<file path="config.mk">
export PLATFORM = sky130hd
export DESIGN_NAME = uart_tx_frame
export DESIGN_NICKNAME = d
export VERILOG_FILES = /design/src/rtl/uart_tx_frame.sv
export SDC_FILE = /design/constraint.sdc
export NUM_CORES = 1
export LEC_CHECK = 0
export BUFFER_PORTS_ARGS = -buffer_cell sky130_fd_sc_hd__buf_2
export CAP_MARGIN = 10
export CORE_ASPECT_RATIO = 0.6
export CORE_MARGIN = 3
export CORE_UTILIZATION = 45
export DETAILED_ROUTE_END_ITERATION = 6
export PLACE_DENSITY_LB_ADDON = 0.05
export SETUP_SLACK_MARGIN = 0.3
export SKIP_LAST_GASP = 1
export SYNTH_ARGS = -nofsm -noshare
export SYNTH_HDL_FRONTEND = slang
export SYNTH_SLANG_ARGS = --single-unit
</file>
<file path="constraint.sdc">
create_clock -name clk -period 1.6 [get_ports clk]
set_input_delay 0.32 -clock clk [delete_from_list [all_inputs] [get_ports clk]]
set_output_delay 0.32 -clock clk [all_outputs]
set_load 0.01 [all_outputs]
</file>
<file path="src/rtl/uart_tx_frame.sv">


module uart_tx_frame #(
    parameter int DATA_BITS = 8,
    parameter int PARITY    = 0,
    parameter int STOP_BITS = 1
) (
    input  logic       clk,
    input  logic       rst,
    input  logic [7:0] tx_data,
    input  logic       tx_valid,
    output logic       tx_ready,
    input  logic       clk_bps,
    output logic       bps_start,
    output logic       uart_tx,
    output logic       tx_busy,
    output logic       tx_done
);
    localparam logic [2:0] IDLE  = 3'd0;
    localparam logic [2:0] ARM   = 3'd1;
    localparam logic [2:0] START = 3'd2;
    localparam logic [2:0] DATA  = 3'd3;
    localparam logic [2:0] PAR   = 3'd4;
    localparam logic [2:0] STOP  = 3'd5;

    localparam logic [2:0] LAST_DATA  = 3'(DATA_BITS - 1);
    localparam logic [2:0] LAST_STOP  = 3'(STOP_BITS - 1);
    localparam bit         HAS_PARITY = (PARITY != 0);
    localparam bit         ODD_PARITY = (PARITY == 1);

    logic [2:0] state_reg, state_next;
    logic [2:0] bit_cnt_reg, bit_cnt_next;
    logic [7:0] shift_reg, shift_next;
    logic       parity_reg, parity_next;
    logic       uart_tx_reg, uart_tx_next;
    logic       bps_start_reg, bps_start_next;
    logic       tx_busy_reg, tx_busy_next;
    logic       tx_ready_reg, tx_ready_next;
    logic       tx_done_reg, tx_done_next;

    logic [7:0] data_mask;
    logic [7:0] data_masked;
    logic       data_xor;
    logic       parity_calc;
    logic       accept;

    // Bits at or above DATA_BITS are dropped before they reach the shifter or parity.
    for (genvar gi = 0; gi < 8; gi++) begin : g_mask
        assign data_mask[gi] = (gi < DATA_BITS) ? 1'b1 : 1'b0;
    end

    assign data_masked = tx_data & data_mask;
    assign data_xor    = ^data_masked;
    assign parity_calc = ODD_PARITY ? ~data_xor : data_xor;
    assign accept      = tx_valid && tx_ready_reg;

    always_comb begin
        state_next     = state_reg;
        bit_cnt_next   = bit_cnt_reg;
        shift_next     = shift_reg;
        parity_next    = parity_reg;
        uart_tx_next   = uart_tx_reg;
        bps_start_next = bps_start_reg;
        tx_busy_next   = tx_busy_reg;
        tx_ready_next  = tx_ready_reg;
        tx_done_next   = 1'b0;

        case (state_reg)
            IDLE: begin
                uart_tx_next = 1'b1;
                // clk_bps is deliberately not looked at here, even on the acceptance edge.
                if (accept) begin
                    state_next     = ARM;
                    shift_next     = data_masked;
                    parity_next    = parity_calc;
                    bit_cnt_next   = 3'd0;
                    bps_start_next = 1'b1;
                    tx_busy_next   = 1'b1;
                    tx_ready_next  = 1'b0;
                end
            end
            ARM: begin
                if (clk_bps) begin
                    state_next   = START;
                    uart_tx_next = 1'b0;
                end
            end
            START: begin
                if (clk_bps) begin
                    state_next   = DATA;
                    uart_tx_next = shift_reg[0];
                    shift_next   = {1'b0, shift_reg[7:1]};
                    bit_cnt_next = 3'd0;
                end
            end
            DATA: begin
                if (clk_bps) begin
                    if (bit_cnt_reg == LAST_DATA) begin
                        bit_cnt_next = 3'd0;
                        if (HAS_PARITY) begin
                            state_next   = PAR;
                            uart_tx_next = parity_reg;
                        end else begin
                            state_next   = STOP;
                            uart_tx_next = 1'b1;
                        end
                    end else begin
                        bit_cnt_next = bit_cnt_reg + 3'd1;
                        uart_tx_next = shift_reg[0];
                        shift_next   = {1'b0, shift_reg[7:1]};
                    end
                end
            end
            PAR: begin
                if (clk_bps) begin
                    state_next   = STOP;
                    uart_tx_next = 1'b1;
                    bit_cnt_next = 3'd0;
                end
            end
            STOP: begin
                uart_tx_next = 1'b1;
                if (clk_bps) begin
                    if (bit_cnt_reg == LAST_STOP) begin
                        // Ready rises with done so a waiting byte is taken on the very next edge.
                        state_next     = IDLE;
                        bit_cnt_next   = 3'd0;
                        bps_start_next = 1'b0;
                        tx_busy_next   = 1'b0;
                        tx_ready_next  = 1'b1;
                        tx_done_next   = 1'b1;
                    end else begin
                        bit_cnt_next = bit_cnt_reg + 3'd1;
                    end
                end
            end
            default: begin
                state_next     = IDLE;
                bit_cnt_next   = 3'd0;
                uart_tx_next   = 1'b1;
                bps_start_next = 1'b0;
                tx_busy_next   = 1'b0;
                tx_ready_next  = 1'b1;
            end
        endcase
    end

    always_ff @(posedge clk) begin
        if (rst) begin
            state_reg     <= IDLE;
            bit_cnt_reg   <= 3'd0;
            shift_reg     <= 8'd0;
            parity_reg    <= 1'b0;
            uart_tx_reg   <= 1'b1;
            bps_start_reg <= 1'b0;
            tx_busy_reg   <= 1'b0;
            tx_ready_reg  <= 1'b1;
            tx_done_reg   <= 1'b0;
        end else begin
            state_reg     <= state_next;
            bit_cnt_reg   <= bit_cnt_next;
            shift_reg     <= shift_next;
            parity_reg    <= parity_next;
            uart_tx_reg   <= uart_tx_next;
            bps_start_reg <= bps_start_next;
            tx_busy_reg   <= tx_busy_next;
            tx_ready_reg  <= tx_ready_next;
            tx_done_reg   <= tx_done_next;
        end
    end

    assign uart_tx   = uart_tx_reg;
    assign bps_start = bps_start_reg;
    assign tx_busy   = tx_busy_reg;
    assign tx_ready  = tx_ready_reg;
    assign tx_done   = tx_done_reg;

endmodule

</file>
==> results of run 1 <==
## critical path, cell delays in order (launching register included)
cell and delay, ns:
dfxtp_4 0.37, ha_4 0.16, ha_4 0.17, a221oi_4 0.30, buf_12 0.18, buf_4 0.12
nor2_4 0.03, a311oi_2 0.17
## power groups by stage
stage	combinational, W	sequential [W]	clock (W)
detailed placement	0.000289	0.000540	0
global placement	0.000281	0.000538	0
finish	0.000338	0.000532	0.000289
global route	0.000373	0.000540	0.000325
CTS	0.000309	0.000532	0.000304
floorplan	0.000198	0.000545	0
## area by class of cell
type                       count  area, µm²  area share (%)
clock buffer                   4       36.3            2.68
inverter                       5       18.8            1.39
multi-input combinational     88        666            49.2
sequential                    18        370            27.4
tap                           28       35.0            2.59
timing repair buffer          32        228            16.8
## per-layer routing
| layer | vias up | track usage, % |
|---|---|---|
| met4 | 0 | 4.86 |
| met3 | 5 | 6.70 |
| met2 | 23 | 29.8 |
| met1 | 450 | 25.7 |
| met5 | - | 0 |
| li1 | 484 | - |
## cells in the mapped netlist
master,count,area share (%)
a41oi_1,1,0.89
nand4_1,1,0.64
a221oi_4,1,2.7
buf_6,1,1.1
nand2b_1,5,3.2
clkbuf_1,6,2.3
nand2_1,22,8.4
dfxtp_1,18,37
o41ai_1,1,0.89
a32o_1,1,1.0
nand4bb_4,1,2.8
inv_1,5,1.9
nor3_1,1,0.51
a311oi_2,2,3.1
nor2_1,17,6.5
and3b_1,1,0.89
a311oi_1,5,4.5
o2111ai_1,1,0.89
a22o_1,1,0.89
buf_2,2,1.0
a31oi_1,3,1.9
o21ai_0,4,2.0
a2111oi_0,1,0.89
buf_4,1,0.77
nand3_1,4,2.0
a211o_1,2,1.8
a21oi_1,6,3.1
nor2b_1,2,1.3
a21boi_0,1,0.77
and3_1,1,0.64
ha_1,3,3.8
## repair_timing
item | CTS | global route
gates resized for setup | 11 | 13
setup endpoints to repair | 15 | 17
endpoints found under the hold margin | 0 | 0
pin swaps | 5 | 9
buffers inserted | 4 | 4
## worst min path at each step
stage                  from            to  slack [ns]  depth (start not counted)
4_1_cts          tx_data[4]  shift_reg[4]        0.26                          3
3_5_place_dp   shift_reg[4]  shift_reg[3]        0.47                          2
3_3_place_gp   shift_reg[4]  shift_reg[3]        0.46                          2
2_1_floorplan  shift_reg[1]  shift_reg[0]        0.45                          2
5_1_grt          tx_data[4]  shift_reg[4]        0.27                          3
6_report         tx_data[4]  shift_reg[4]        0.27                          3
## metrics by stage
| stage | cell area [µm²] | setup WS, ns | hold slack, ns | TNS [ns] | total power, W |
|---|---|---|---|---|---|
| after detailed placement | 1170 | 0.0739 | 0.468 | 0 | 0.000829 |
| after global routing | 1350 | -0.0346 | 0.267 | -0.0933 | 0.00124 |
| after CTS | 1280 | 0.0358 | 0.258 | 0 | 0.00114 |
| final | 1350 | 0.0246 | 0.267 | 0 | 0.00116 |
| after floorplan | 1040 | 0.125 | 0.449 | 0 | 0.000743 |
| after global placement | 1170 | 0.122 | 0.457 | 0 | 0.000819 |
## kinds of logic after synthesis
kind of cell	after synthesis	synth area share, %
AOI/OAI and AO/OA	30	25.3
adders and majority gates	3	3.83
buffers and inverters	15	7.15
DFF	18	36.8
and+or+nand+nor	55	26.9
==> summary.md, run 1 <==
| Metric | Value |
|---|---|
| Port bufs | `16` |
| Worst-Skew Late Latency | `0.31 ns` |
| Slew Limit Fails | `0` |
| DRT iter0 DRCs | `22` |
| Maximum clock frequency | `635 MHz` |
| DP HPWL | `~1.7 mm` |
| Die Wd | `approximately 66 µm` |
| Max-cap viol count | `0` |
| CP endpoint kind | `flop` |
| Clock share of power | `approximately 25%` |
| Register area share after synthesis | `between 30% and 40%` |
| Switching part of the total | `a little under a third` |
| Number of flip-flops in the largest register | `8` |
| Mapped Cells | `about 120` |
| Grt ovf | `0` |
| Critical path origin | `bit_cnt_reg[0]` |
| Vias in the first global route | `892` |
| Commonest non-fill, non-tap cells in the layout | `nand2_1, buf_2, nor2_1, dfxtp_1, buf_4` |
| Tmin final | `~1.6 ns` |
| DR pass1 iterations | `4` |
| First-pass GRT wire length | `4.13 mm` |
| Rel. slew slack | `between 70 and 80%` |
| Total wire length | `about 2.4 mm` |
| Worst-Margin Slew | `0.333 ns` |
| Met2 WL | `about 1.1 mm` |
| Netlist cell types | `31` |
| Mapped Nets | `approximately 140` |
| Reg-to-Reg Start | `bit_cnt_reg[0]` |
| Filler instances | `169` |
| Num ports | `17` |
| Final setup viols | `0` |
| Vias | `between 900 and 1000` |
| Hold Path Class | `in2reg` |
| Post-Syn Area | `roughly 980 µm²` |
| Sequential share of power | `between 40% and 50%` |
| Net Switching | `approximately 0.00036 W` |
| Post-Place Cells | `163` |
| Nets | `163` |
| TritonCTS buffer count | `3` |
| Leak | `0.537 nW` |
| R2R Path End | `shift_reg[5]` |
| Core footprint | `about 0.0020 mm²` |
| Largest net degree at the start of global routing | `17` |
| Antenna diodes | `0` |
| Int Power | `about 0.00080 W` |
| Outcome | `complete, no violations` |
| CTS tree | `built` |
| Gpl congestion | `roughly 0.80` |
| CP required | `approximately 1.8 ns` |
| Cts hold-fix bufs | `0` |
| GRT Util Overall | `19.3%` |
| Reg2Reg Depth | `7` |
| Power per cell area | `~860 mW/mm²` |
| DRC | `0` |
| Final design utilization | `69.4%` |
| Worst Path Max Fanout | `14` |
| Layout cells sized above 1 | `about two fifths` |
| Rows | `12` |
| Die ar. | `around 0.0028 mm²` |
| R2R setup slack | `0.02 ns` |
| Remaining antenna violation count after routing | `0` |
| M1 wire length | `1.11 mm` |
| Per-cell routed wire length | `approximately 14 µm` |
| Maximum vdd drop | `roughly 480 µV` |
| Initial core utilization | `about half` |
| Synth Register Bits | `18` |
| Top sig layer | `met4` |
| Initial antenna violation count | `0` |
| Critical path arrival | `roughly 1.8 ns` |
| Area grow syn2layout | `38.2%` |
| Final hold violation count | `0` |
| Tcrit/Tclk final | `between 90% and 100%` |
| Via/cell ratio | `~5.5` |
| Setup Skew | `~0.0073 ns` |
| Maximum clock insertion buffer count | `2` |
| Last element of the critical path | `shift_reg[5]` |
| Critical Path Start Type | `flop` |
| Clock Sinks | `18` |
| CTS clk-pin slew, worst paths | `about 0.11 ns` |
| Root buffer cell | `clkbuf_4` |
| Most common cell after layout, fill and taps aside | `nand2_1` |
| Combinational share of power | `between 20% and 30%` |
| WS Path Type | `reg2reg` |
| YS warnings | `0` |
| RSZ-0062 raised after global routing | `yes` |
| Met3 wire length | `132 µm` |
| H-tree depth | `1` |
| Die height | `between 40 and 50 µm` |
| Fin cells | `175` |
| Mean Syn Cell Area | `between 8 and 9 µm²` |
Note: power is estimated with default switching activity, not from simulation.
==> inputs of run 2 (changes only) <==
- PLACE_DENSITY_LB_ADDON: 0.05 -> 0.1
- RECOVER_POWER: default -> 25
==> run 2 against run 1 <==
Non-clock buffer count is 1 higher. Fmax is 0.36% higher. Total power is 1.4% higher. Setup slack better by 0.0057 ns. Clock power hardly changed. Sequential share of layout area is 0.094 points higher. Via count stayed put. Clock skew is 0.0024 ns lower. Critical endpoint unchanged. Largest cell class unchanged. Highest routed layer unchanged.
==> summary.md, run 2 (synthesis gave the netlist of run 1 again) <==
| Metric | Value |
|---|---|
| CTS clk-pin slew, worst paths | `roughly 0.11 ns` |
| Port bufs | `16` |
| Multi-input logic area | `~650 µm²` |
| DP HPWL | `1.63 mm` |
| Power per cell area | `about 900 mW/mm²` |
| Remaining antenna violation count after routing | `0` |
| Crit path buf inv count | `2` |
| Die Wd | `66.2 µm` |
| Via/cell ratio | `~5.5` |
| Vias | `962` |
| Vias in the first global route | `~870` |
| Tmin final | `~1.6 ns` |
| H-tree depth | `1` |
| Core footprint | `between 0.0015 and 0.002 mm²` |
| Gpl congestion | `0.811` |
| Worst Path Max Fanout | `12` |
| Final Total Pwr | `0.00118 W` |
| First-pass GRT wire length | `3.92 mm` |
| CP cell instances | `ha_4, ha_4, a221oi_4, buf_12, buf_4, nor2_4, a311oi_2` |
| Filler instances | `173` |
| Per-cell routed wire length | `around 14 µm` |
| Worst Setup Slack, final | `0.0304 ns` |
| Clock Sinks | `18` |
| CP required | `roughly 1.8 ns` |
| Layout cells sized above 1 | `between 30% and 40%` |
| Cts hold-fix bufs | `0` |
| Grt ovf | `0` |
| Initial antenna violation count | `0` |
| Root buffer cell | `clkbuf_4` |
| GRT Util Overall | `a little under a fifth` |
| Worst-Skew Late Latency | `around 0.29 ns` |
| Rel. slew slack | `77.3%` |
| TritonCTS buffer count | `3` |
| WS Path Type | `reg2reg` |
| Critical path arrival | `roughly 1.8 ns` |
| Die height | `42.1 µm` |
| Nets | `164` |
| CTS tree | `built` |
| Max stage delay on crit path | `0.35 ns` |
| DR pass1 iterations | `4` |
| CP endpoint kind | `flop` |
| Area grow syn2layout | `36.8%` |
| Maximum vdd drop | `approximately 580 µV` |
| Area taken by flip-flops and latches | `approximately 370 µm²` |
| Setup WS pre-CTS | `a little under 0.05 ns` |
| Rows | `12` |
| Fin Hold WS | `between 0.2 and 0.3 ns` |
| Slowest stage cell, crit path | `dfxtp_2` |
| Hold Path Class | `in2reg` |
| Num ports | `17` |
| Maximum clock insertion buffer count | `2` |
| Final setup viols | `0` |
| Initial core utilization | `50.2%` |
| Worst-Margin Slew | `0.341 ns` |
| Critical Path Start Type | `flop` |
| Total wire length | `2.40 mm` |
| RSZ-0062 raised after global routing | `yes` |
| CP delay by family, top | `compound AO/OA/AOI/OAI gates` |
| Tcrit/Tclk final | `between 90% and 100%` |
| Antenna diodes | `0` |
| Largest net degree at the start of global routing | `17` |
| DRC | `0` |
| Max-cap viol count | `0` |
| Slew Limit Fails | `0` |
| Commonest non-fill, non-tap cells in the layout | `nand2_1, nor2_1, buf_4, dfxtp_1, buf_2` |
| Number of flip-flops in the largest register | `8` |
| Crit-path most repeated cell | `ha_4` |
| Leak | `approximately 0.53 nW` |
| Final hold violation count | `0` |
| Most common cell after layout, fill and taps aside | `nand2_1` |
| DRT iter0 DRCs | `42` |
| Final design utilization | `68.7%` |
| Outcome | `complete, no violations` |
| Setup Skew | `around 0.0049 ns` |
| Die ar. | `roughly 0.0028 mm²` |
| Maximum clock frequency | `637 MHz` |
## run 2: cell types whose count changed in the layout (fill, tap and decap cells not counted), sizes merged
cell    change
clkbuf      +4
buf         -3
## run 2: through the flow
step                instances  instance area (µm²)  TNS (ns)
floorplan                 121                 1040         0
global placement          163                 1170         0
detailed placement        163                 1170         0
CTS                       171                 1280         0
global route              176                 1340    -0.202
finish                    176                 1340         0
## run 2: final cells by class
type | count | share of cell area [%]
clock buffers | 4 | 2.71
inverters | 5 | 1.40
multi-input cells | 88 | 48.6
flip-flops and latches | 18 | 27.5
well taps | 28 | 2.61
repair buffers | 33 | 17.3
## run 2: worst reg2reg max path: cells and delay by family, from the launching register on
kind	cells	cell delay, ns
AO/OA/AOI/OAI	2	0.48
adder cells (fa/ha/maj)	2	0.33
buffers and inverters	2	0.30
flip-flops	1	0.35
AND/OR/NAND/NOR	1	0.03
## run 2: path summary, 6_finish.rpt
path,to,cells after the start,startpoint,slack (ns)
setup reg to reg,shift_reg[5],7,bit_cnt_reg[1],0.03
hold reg to reg,shift_reg[3],2,shift_reg[4],0.47
setup / recovery,shift_reg[5],7,bit_cnt_reg[1],0.03
hold / removal,shift_reg[2],3,tx_data[2],0.27
## run 2: what timing repair did
item | in CTS | in global routing
buffers inserted | 4 | 5
setup endpoints to repair | 15 | 16
resized for setup | 12 | 5
pin swaps | 8 | 5
## run 2: where the power goes
group          total (W)  internal [W]  leakage [nW]  switching (W)
registers       0.000534      0.000497         0.150      0.0000374
clock network   0.000287      0.000139        0.0210       0.000148
logic           0.000354      0.000182         0.359       0.000172
## run 2: metal layers
layer,up-vias,global-route usage (%),part of all wire [%]
met5,-,0,0
met4,0,1.21,0.46
met3,2,6.43,5.0
met2,20,29.0,46
met1,456,24.2,49
li1,484,-,-
==> inputs of run 3 (changes only) <==
==> constraint.sdc (replaced) <==
create_clock -name clk -period 1.6 [get_ports clk]
set_input_delay 0.32 -clock clk [delete_from_list [all_inputs] [get_ports clk]]
set_output_delay 0.32 -clock clk [all_outputs]
set_load 0.05 [all_outputs]
==> run 3 against run 2 <==
Register-to-register slack better by 0.05 ns. Critical path depth down 1. First-iteration DRC count up 110%. Fmax up 3.3%. Total power up 0.31%. Clock power down 14%. Non-clock buffer count down 3. Clock skew up 0.0068 ns. Cell area about the same. Sequential cell count unchanged. Setup slack better by 0.050 ns.
==> summary.md, run 3 (synthesis gave the netlist of run 1 again) <==
| Metric | Value |
|---|---|
| Worst-Skew Late Latency | `0.30 ns` |
| Area grow syn2layout | `36.9%` |
| Net Switching | `roughly 0.00041 W` |
| Layout cells sized above 1 | `roughly two fifths` |
| DRC | `0` |
| Gpl congestion | `~0.8` |
| Maximum clock insertion buffer count | `2` |
| RSZ-0062 raised after global routing | `yes` |
| Clock Sinks | `18` |
| CP endpoint kind | `flop` |
| Tcrit/Tclk final | `between 90% and 100%` |
| Setup TNS | `0 ns` |
| Final design utilization | `between 60% and 70%` |
| Switching part of the total | `a little over a third` |
| WS Path Type | `reg2reg` |
| Remaining antenna violation count after routing | `0` |
| Most common cell after layout, fill and taps aside | `nand2_1` |
| Final Total Pwr | `0.00118 W` |
| Final setup viols | `0` |
| Final hold violation count | `0` |
| Rows | `12` |
| Setup Skew | `approximately 0.012 ns` |
| Worst Path Max Fanout | `15` |
| Max-cap viol count | `0` |
| Rel. slew slack | `60.2%` |
| Via/cell ratio | `roughly 5.5` |
| Worst-Margin Slew | `roughly 0.6 ns` |
| Critical path arrival | `between 1.5 and 2 ns` |
| Core footprint | `just under 0.002 mm²` |
| Fin Hold WS | `roughly 0.27 ns` |
| Total wire length | `roughly 2.4 mm` |
| DRT iter0 DRCs | `89` |
| Hold Path Class | `in2reg` |
| Nets | `approximately 160` |
| CTS clk-pin slew, worst paths | `0.11 ns` |
| Num ports | `17` |
| CP required | `1.82 ns` |
| Die height | `between 40 and 50 µm` |
| Maximum clock frequency | `roughly 660 MHz` |
| Vias | `around 960` |
| Initial core utilization | `approximately half` |
| CTS tree | `built` |
| Slew Limit Fails | `0` |
| Initial antenna violation count | `0` |
| Leak | `between 0.5 and 0.6 nW` |
| Sequential share of power | `45.4%` |
| Vias in the first global route | `between 800 and 900` |
| First-pass GRT wire length | `4.11 mm` |
| Die Wd | `about 66 µm` |
| DP HPWL | `1.65 mm` |
| DR pass1 iterations | `4` |
| Critical Path Start Type | `flop` |
| Die ar. | `0.00279 mm²` |
| Tmin final | `approximately 1.5 ns` |
| Clock share of power | `20.8%` |
| Per-cell routed wire length | `between 10 and 15 µm` |
| Grt ovf | `0` |
| H-tree depth | `1` |
| Largest net degree at the start of global routing | `16` |
| Combinational share of power | `around a third` |
| Commonest non-fill, non-tap cells in the layout | `nand2_1, nor2_1, dfxtp_1, buf_2, buf_4` |
| Root buffer cell | `clkbuf_4` |
| Int Power | `0.000765 W` |
| TritonCTS buffer count | `3` |
| Number of flip-flops in the largest register | `8` |
| GRT Util Overall | `a little under a fifth` |
| Outcome | `complete, no violations` |
| Cts hold-fix bufs | `0` |
| Maximum vdd drop | `just over 500 µV` |
| Antenna diodes | `0` |
| Power per cell area | `around 900 mW/mm²` |
| Port bufs | `16` |
==> run 3: cell types whose count changed in the layout (fill, tap and decap cells not counted), moves of 2 or more <==
cell	previous run	this run
dfxtp_2	6	4
clkbuf_1	4	2
buf_4	14	11
clkbuf_4	3	6
==> run 3: power groups by stage <==
stage / Clock [W] / Combinational, W / Sequential, W
2_1_floorplan: 0 / 0.000218 / 0.000585
3_3_place_gp: 0 / 0.000340 / 0.000541
3_5_place_dp: 0 / 0.000343 / 0.000543
4_1_cts: 0.000248 / 0.000376 / 0.000534
5_1_grt: 0.000283 / 0.000434 / 0.000542
6_report: 0.000246 / 0.000398 / 0.000536
==> run 3: layout make-up <==
class | instances | area [µm²]
inverters | 5 | 21.3
multi-input cells | 88 | 678
fillers | 173 | 611
well taps | 28 | 35.0
clock buffers | 4 | 26.3
flip-flops and latches | 18 | 369
repair buffers | 30 | 211
==> run 3: per-stage QoR <==
| step | setup slack [ns] | area, µm² | cells |
|---|---|---|---|
| global route | -0.0211 | 1340 | 173 |
| CTS | 0.0653 | 1290 | 172 |
| floorplan | 0.125 | 1040 | 121 |
| finish | 0.0805 | 1340 | 173 |
| global placement | 0.123 | 1180 | 163 |
| detailed placement | 0.0927 | 1180 | 163 |
==> run 3: worst paths after layout <==
check / slack [ns] / startpoint / cells after the start / endpoint
setup reg to reg: 0.08 / bit_cnt_reg[0] / 6 / shift_reg[0]
setup / recovery: 0.08 / bit_cnt_reg[0] / 6 / shift_reg[0]
hold / removal: 0.27 / tx_data[3] / 3 / shift_reg[3]
hold reg to reg: 0.46 / shift_reg[4] / 2 / shift_reg[3]
==> run 3: repair_timing <==
| item | in CTS | in global routing |
|---|---|---|
| resized for setup | 11 | 15 |
| gates cloned | 0 | 0 |
| setup buffers | 5 | 1 |
| pin swaps | 10 | 4 |
| setup endpoints to repair | 16 | 20 |
==> run 3: worst max-delay path, stage by stage, from the launching register on <==
cell	delay, ns
dfxtp_2	0.36
ha_4	0.16
ha_4	0.17
a221oi_4	0.30
buf_12	0.19
nor2_1	0.05
a311oi_1	0.23
==> run 3: routing by layer <==
| layer | vias up | track usage [%] | wire length [µm] | share of wire, % |
|---|---|---|---|---|
| met5 | - | 0 | 0 | 0 |
| met4 | 0 | 2.83 | 21 | 0.88 |
| met3 | 2 | 6.97 | 170 | 7.1 |
| met2 | 35 | 28.6 | 1050 | 44 |
| met1 | 446 | 26.9 | 1160 | 48 |
| li1 | 475 | - | - | - |
